$ cat src/rtl/score_display.sv
// score_display: binary score to multi-digit active-low seven-segment glyphs
// Decimal values pass through a sequential double-dabble; hex mode shows raw nibbles.
module score_display #(
    parameter int SCORE_W = 10,
    parameter int DIGITS  = 4
) (
    input  logic                  clk,
    input  logic                  resetn,
    input  logic                  load,
    input  logic [SCORE_W-1:0]    score,
    input  logic                  hex_mode,
    input  logic                  blank_lz,
    output logic                  busy,
    output logic                  done,
    output logic                  ovf,
    output logic [7*DIGITS-1:0]   hex_out
);
    localparam int bw = 4 * DIGITS;
    localparam int cw = $clog2(SCORE_W + 1);
    localparam logic [31:0] dec_max = 32'(10 ** DIGITS - 1);
    localparam logic [6:0] glyph [16] = '{
        7'h40, 7'h79, 7'h24, 7'h30, 7'h19, 7'h12, 7'h02, 7'h78,
        7'h00, 7'h10, 7'h08, 7'h03, 7'h46, 7'h21, 7'h06, 7'h0E
    };

    typedef enum logic [1:0] {IDLE, CONVERT, UPDATE} state_t;

    state_t              state, state_n;
    logic [SCORE_W-1:0]  sh;
    logic [bw-1:0]       bcd, bcd_adj, hex_src, nib;
    logic [cw-1:0]       cnt;
    logic                mode_hex, blank, ovf_lat, seen;
    logic [7*DIGITS-1:0] glyphs;
    logic [31:0]         score_ext;

    assign score_ext = 32'(score);

    for (genvar i = 0; i < DIGITS; i++) begin : g_adj
        assign bcd_adj[4*i +: 4] = (bcd[4*i +: 4] >= 4'd5) ? bcd[4*i +: 4] + 4'd3 : bcd[4*i +: 4];
    end

    if (SCORE_W >= bw) begin : g_trunc
        assign hex_src = sh[bw-1:0];
    end else begin : g_pad
        assign hex_src = {{(bw - SCORE_W){1'b0}}, sh};
    end

    assign nib = mode_hex ? hex_src : bcd;

    // Scan from the most significant digit so "seen" marks the first nonzero one
    always_comb begin
        glyphs = '0;
        seen   = 1'b0;
        for (int d = DIGITS - 1; d >= 0; d--) begin
            seen = seen | (nib[4*d +: 4] != 4'd0);
            glyphs[7*d +: 7] = ovf_lat ? 7'h3F :
                               (blank && !seen && d != 0) ? 7'h7F : glyph[nib[4*d +: 4]];
        end
    end

    always_comb begin
        state_n = state;
        case (state)
            IDLE:    state_n = load ? (hex_mode ? UPDATE : CONVERT) : IDLE;
            CONVERT: state_n = (cnt == cw'(SCORE_W - 1)) ? UPDATE : CONVERT;
            default: state_n = IDLE;
        endcase
    end

    always_ff @(posedge clk or negedge resetn) begin
        if (!resetn) state <= IDLE;
        else         state <= state_n;
    end

    always_ff @(posedge clk or negedge resetn) begin
        if (!resetn) begin
            sh       <= '0;
            bcd      <= '0;
            cnt      <= '0;
            mode_hex <= 1'b0;
            blank    <= 1'b0;
            ovf_lat  <= 1'b0;
            busy     <= 1'b0;
            done     <= 1'b0;
            ovf      <= 1'b0;
            hex_out  <= {DIGITS{7'h7F}};
        end else begin
            done <= 1'b0;
            case (state)
                IDLE: if (load) begin
                    sh       <= score;
                    mode_hex <= hex_mode;
                    blank    <= blank_lz;
                    bcd      <= '0;
                    cnt      <= '0;
                    busy     <= 1'b1;
                    ovf_lat  <= hex_mode ? ((score_ext >> bw) != 32'd0) : (score_ext > dec_max);
                end
                CONVERT: begin
                    {bcd, sh} <= {bcd_adj, sh} << 1;
                    cnt       <= cnt + cw'(1);
                end
                default: begin
                    hex_out <= glyphs;
                    ovf     <= ovf_lat;
                    done    <= 1'b1;
                    busy    <= 1'b0;
                end
            endcase
        end
    end
endmodule

$ cat config.mk
export PLATFORM = sky130hd
export DESIGN_NAME = score_display
export DESIGN_NICKNAME = d
export VERILOG_FILES = /design/src/rtl/score_display.sv
export SDC_FILE = /design/constraint.sdc
export NUM_CORES = 1
export LEC_CHECK = 0
export CORE_UTILIZATION = 57
export DETAILED_ROUTE_END_ITERATION = 10
export PLACE_DENSITY = 0.83
export SETUP_SLACK_MARGIN = 0.4
export SLEW_MARGIN = 20
export SYNTH_ARGS = -nofsm -noshare
export SYNTH_HDL_FRONTEND = slang
export SYNTH_SLANG_ARGS = --single-unit
export TNS_END_PERCENT = 30
$ cat constraint.sdc
create_clock -name clk -period 3.01 [get_ports clk]
set_input_delay 0.903 -clock clk [delete_from_list [all_inputs] [get_ports clk]]
set_output_delay 0.903 -clock clk [all_outputs]
set_load 0.005 [all_outputs]
Word level (Yosys, flattened, before mapping)
Memory sizes are Yosys's and may differ from the RTL's.
Cells that the tools add are included.
W data, S select, Z words.
- flip-flop bits (word level): 66
- bits in read-only memories: 448
- logic and storage cells: 88
- memories kept: 4
- $add $sub $neg: 5
- magnitude comparators: 9
- equal/unequal tests: 3
- mux-type cells: 34
- bitwise gates (word level): 7
- reductions and logical operators: 15
- memories (memory ; depth ; bits a word ; read ports ; clocked after Yosys merged registers in ; write ports ; line ; text):
    (no name shown) ; 16 ; 7 ; 1 ; 0 ; 0 ; 57 ; (blank && !seen && d != 0) ? 7'h7F : glyph[nib[4*d +: 4]];
    (no name shown) ; 16 ; 7 ; 1 ; 0 ; 0 ; 57 ;
    (no name shown) ; 16 ; 7 ; 1 ; 0 ; 0 ; 57 ;
    (no name shown) ; 16 ; 7 ; 1 ; 0 ; 0 ; 57 ;
- operators by type and width (kind ; number):
    $mux W7 ; 15
    $mux W16 ; 2
    $pmux W16 S2 ; 1
    $ge A5 B5 Y1 const B ; 4
    $not A4 Y5 ; 4
    $pmux W10 S2 ; 1
    $ge A4 B3 Y1 const B ; 4
    $mux W4 ; 4
    $gt A10 B14 Y1 const B ; 1
    $add A4 B2 Y4 const B ; 3
    $reduce_bool A4 Y1 ; 3
    $mux W10 ; 1
    $pmux W4 S2 ; 1
    $mux W2 ; 3
    $reduce_and A2 Y1 ; 3
    $add A4 B1 Y4 const B ; 1
    $eq A4 B4 Y1 const B ; 1
    $pmux W2 S2 ; 1
    $add A3 B2 Y3 const B ; 1
    $logic_and A1 B1 Y1 ; 3
    $logic_not A1 Y1 ; 3
    $mux W1 ; 3
    $mux W3 ; 1
    $eq A2 B1 Y1 const B ; 1
    7 further kinds ; 8

Depth between registers and ports, before layout
- depth after elaboration: 8
- gate-level depth with buffers: 11
- depth with buffers taken out: 8

Worst setup path before layout
Ideal clock, no wire load.
- path kind: register -> register
- start: reg mode_hex
- end: reg hex_out[17]
- library setup time: 0.080 ns
- data arrival time: 2.134 ns
- data required time: 2.930 ns
- path slack: 0.796 ns
- cell stages (with the launch flop): 10
- buffers on the path: 3
- period minus slack after synthesis: 2.214 ns
- cells stage by stage: dfrtp_1 -> buf_6 -> buf_6 -> buf_6 -> mux2i_1 -> inv_1 -> ha_1 -> o211a_1 -> o32a_1 -> o22a_1
- longest elaborated chain between the ends: 7
- elaborated cells on any way between the ends: 12
- RTL lines (element ; line ; text):
    start: declaration ; 32 ; logic mode_hex, blank, ovf_lat, seen;
    start signal: assignment ; 92 ; mode_hex <= hex_mode;
    $mux W16 * ; 48 ; assign nib = mode_hex ? hex_src : bcd;
    $not A4 Y5 (not written as such) / $reduce_bool A4 Y1 (equally long branches) ; 57, 55 ;
    $mem_v2 Z16 W7 / $or A1 B1 Y1 (equally long branches) ; n/a ;
    $mux W7 (not written as such) / $logic_not A1 Y1 (equally long branches) ; 57 ;
    $mux W7 (not written as such) / $logic_and A1 B1 Y1 (equally long branches) ; 57 ;
    $mux W7 * ; 57 ;
    $mux W7 * ; 56 ; glyphs[7*d +: 7] = ovf_lat ? 7'h3F :
    end signal: assignment ; 86 ; hex_out <= {DIGITS{7'h7F}};
    end signal: assignment ; 104 ; hex_out <= glyphs;
    end: declaration ; 16 ; output logic [7*DIGITS-1:0] hex_out
Mark *: on every way between the ends. The rest lies on a longest branch, timed or not. The select of a mux whose other input is x is not followed.
A chain may end at the register's enable or synchronous reset.

Worst setup path after layout
- start: reg mode_hex
- end: reg hex_out[20]
The elaborated chain is that of the path after synthesis.

==> results.toml <==
[cts]
cts_tree = "done"
clockBufferDepth = 2
clk_latency_ns = 0.34
cts_sinks = 64
numCtsBuffers = 9
cts-root-buf = "clkbuf_8"
clkTransAtPathRegs_ns = 0.07
cts_setup_buffers = 0
htreeDepth = 3

[timing]
hold_ws_ns = 0.473
finClkSkew_ns = 0.00510
rsz0062_at_grt = "false"
max_freq_mhz = 433
min_period_over_period = 0.767
setup_viol = 0
tns_ns = 0
hold_viol = 0
slew_headroom = 0.459
min_period_ns = 2.31
report.final.slew_viol_count = 0
tightest_slew_ns = 0.809

[detailed_routing]
drt_iter0_markers = 203
drt-wirelength-per-cell_um = 15.7
vias = 3308
drt-pass1-iter-count = 5
drcViolationCount = 0
ant_nets = 0
wirelength_mm = 8.81
vias_per_cell = 5.90

[floorplanning]
initial_core_util = 0.596
dieArea_um2 = 7490
die_height_um = 86.5
die_x_um = 86.5
coreArea_um2 = 6830
io_pins = 46
num_rows = 30

[worst_setup_path]
cp-start-kind = "flip-flop"
worstPathArrival_ns = 2.58
worst-endpoint-required_ns = 3.28
crit_type = "reg -> reg"
cp_slowest_cell = "dfrtp_2"
critPathMaxStageDelay_ns = 0.64
path_max_fanout = 17
path_cells = "mux2i_2, ha_1, inv_1, o41ai_4, a31oi_1, a21oi_1"
end_kind = "flip-flop"

[synthesis]
syn_inst = 421
syn_area_per_cell_um2 = 9.67
ys.flop_type = "dfrtp_1"
seq_area_frac_synth = 0.402
ys_ff_latch = 64
async_flop_share = 1.00
ys_types = 56
synth_area_um2 = 4070
synth-edff-count = 0
syn_nets = 473
yosysWarnings = 0

[global_route]
grt_usage = 0.251
grt_overflow_total = 0
grt_first_pass_wirelength_mm = 14.5
grt_start_max_net_pins = 40
grt_pass1_vias = 3079
antenna_found_initial = 0

[place]
gp_congestion = 0.837
io_buffers = 44
hpwl_mm = 6.20

[layout]
layout-drive-gt1-share = 0.159
antennaDiodeCount = 0
syn_to_final_growth_pct = 17.4
nNetsFinal = 512

[flow_run]
drv_cap = 0

[pwr]
irDropWorstVdd_v = 0.000609
p_leak_uw = 0.00206
p_per_area_nw_per_um2 = 1100

[status]
status = "complete, no violations"

[hold_path]
hold_path_class = "reg -> reg"
-- repair_timing --
action                     in CTS  in global routing
pin swaps                       0                  0
gates cloned                    0                  0
hold buffers                    0                  0
hold endpoints to repair        0                  0
resized for setup               1                  2
setup endpoints to repair       3                  2
-- stage by stage --
stage          power, uW  setup slack (ns)  instance area [um2]  instances  utilization
3_3_place_gp        4360             0.524                 4580        545        0.671
6_report            5240             0.701                 4780        561        0.700
3_5_place_dp        4490             0.411                 4580        545        0.671
2_1_floorplan       3600             0.796                 4070        421            -
5_1_grt             5630             0.507                 4780        561        0.700
4_1_cts             5250             0.603                 4770        561        0.699
-- cells in the mapped netlist (2+ instances only) --
master	number	area share
a31oi_1	14	0.022
nand2_1	43	0.040
o22a_1	18	0.039
and2_1	2	0.0031
o211a_1	2	0.0049
o22ai_1	10	0.015
inv_1	28	0.026
o32ai_1	3	0.0065
or3_1	2	0.0031
nor3_1	3	0.0037
o211ai_1	4	0.0074
o32a_1	2	0.0049
nand4_1	2	0.0031
clkbuf_1	13	0.012
o21ai_0	19	0.023
a21oi_1	23	0.028
ha_1	37	0.11
dfrtp_1	36	0.22
o21ba_2	2	0.0049
o2111ai_1	2	0.0043
nor3b_1	2	0.0037
xor2_1	2	0.0043
nand2b_1	8	0.012
a32o_1	4	0.0098
buf_2	8	0.0098
buf_6	3	0.0083
nor2_1	27	0.025
dfstp_2	28	0.18
o31ai_1	5	0.0092
nor2b_1	4	0.0061
a22o_1	3	0.0065
mux2_2	6	0.017
a22oi_1	3	0.0055
buf_4	2	0.0037
xnor2_1	6	0.013
mux2i_1	16	0.039
nand3_1	10	0.012
-- cell usage in the layout, fill, tap and decap left out, drive strengths merged, types with 4 or more instances in the layout --
cell type / instances
o22a: 18
nand2: 43
xnor2: 6
clkbuf: 12
inv: 28
a32o: 4
ha: 37
nand3: 10
mux2i: 17
nand2b: 8
o31ai: 5
nor2b: 4
o21ai: 19
dfrtp: 36
nor2: 27
buf: 12
a21oi: 24
o211ai: 4
o22ai: 10
dfstp: 28
mux2: 7
clkdlybuf4s50: 43
a31oi: 14
-- worst paths after layout --
check | start | end | slack (ns) | depth (start not counted)
hold / removal | hex_out[0] | hex_out[0] | 0.47 | 2
hold reg to reg | hex_out[0] | hex_out[0] | 0.47 | 2
setup / recovery | mode_hex | hex_out[20] | 0.70 | 6
max in group asynchronous | resetn | hex_out[1] | 1.79 | 2
min in group asynchronous | resetn | hex_out[7] | 0.90 | 1
setup reg to reg | mode_hex | hex_out[20] | 0.70 | 6
-- layer usage --
layer	global-route usage	wire [um]	up-vias	share of wire
met3	0.0514	456	18	0.052
met1	0.331	3900	1612	0.44
met4	0.100	136	0	0.015
met2	0.407	4320	96	0.49
li1	-	-	1582	-
met5	0	0	-	0
-- cell families after synthesis --
kind of cell / share of synthesized area
flip-flops: 0.402
adder cells (fa/ha/maj): 0.114
XOR/XNOR: 0.0172
AND/OR/NAND/NOR: 0.118
other: 0.000921
AO/OA/AOI/OAI: 0.219
multiplexers: 0.0685
buffers and inverters: 0.0608
-- registers in the layout, summed over array words and instances, names as in the netlist --
register,flops
done,1
mode_hex,1
blank,1
sh,10
state,2
cnt,4
hex_out,28
busy,1
bcd,16
-- layout make-up --
cell class | instances | area (um2)
clock buffer | 12 | 145
sequential | 64 | 1640
timing repair buffer | 55 | 531
fill | 536 | 2050
multi-input combinational | 302 | 2200
inverter | 28 | 105
tap | 96 | 120
clock inverter | 4 | 45.0
-- power by group --
group	switching (uW)	leakage (uW)	internal, uW
Sequential	409	0.000755	1370
Combinational	1390	0.00121	1350
Clock	324	0.000100	401
Total	2130	0.00206	3120
-- worst max-delay path, delay by kind of cell, from the launching register on --
family / cells / cell delay [ns]
flip-flops: 1 / 0.64
AO/OA/AOI/OAI: 3 / 0.79
adder cells (fa/ha/maj): 1 / 0.27
multiplexers: 1 / 0.44
buffers and inverters: 1 / 0.10
Power figures use the tool's default switching activity.
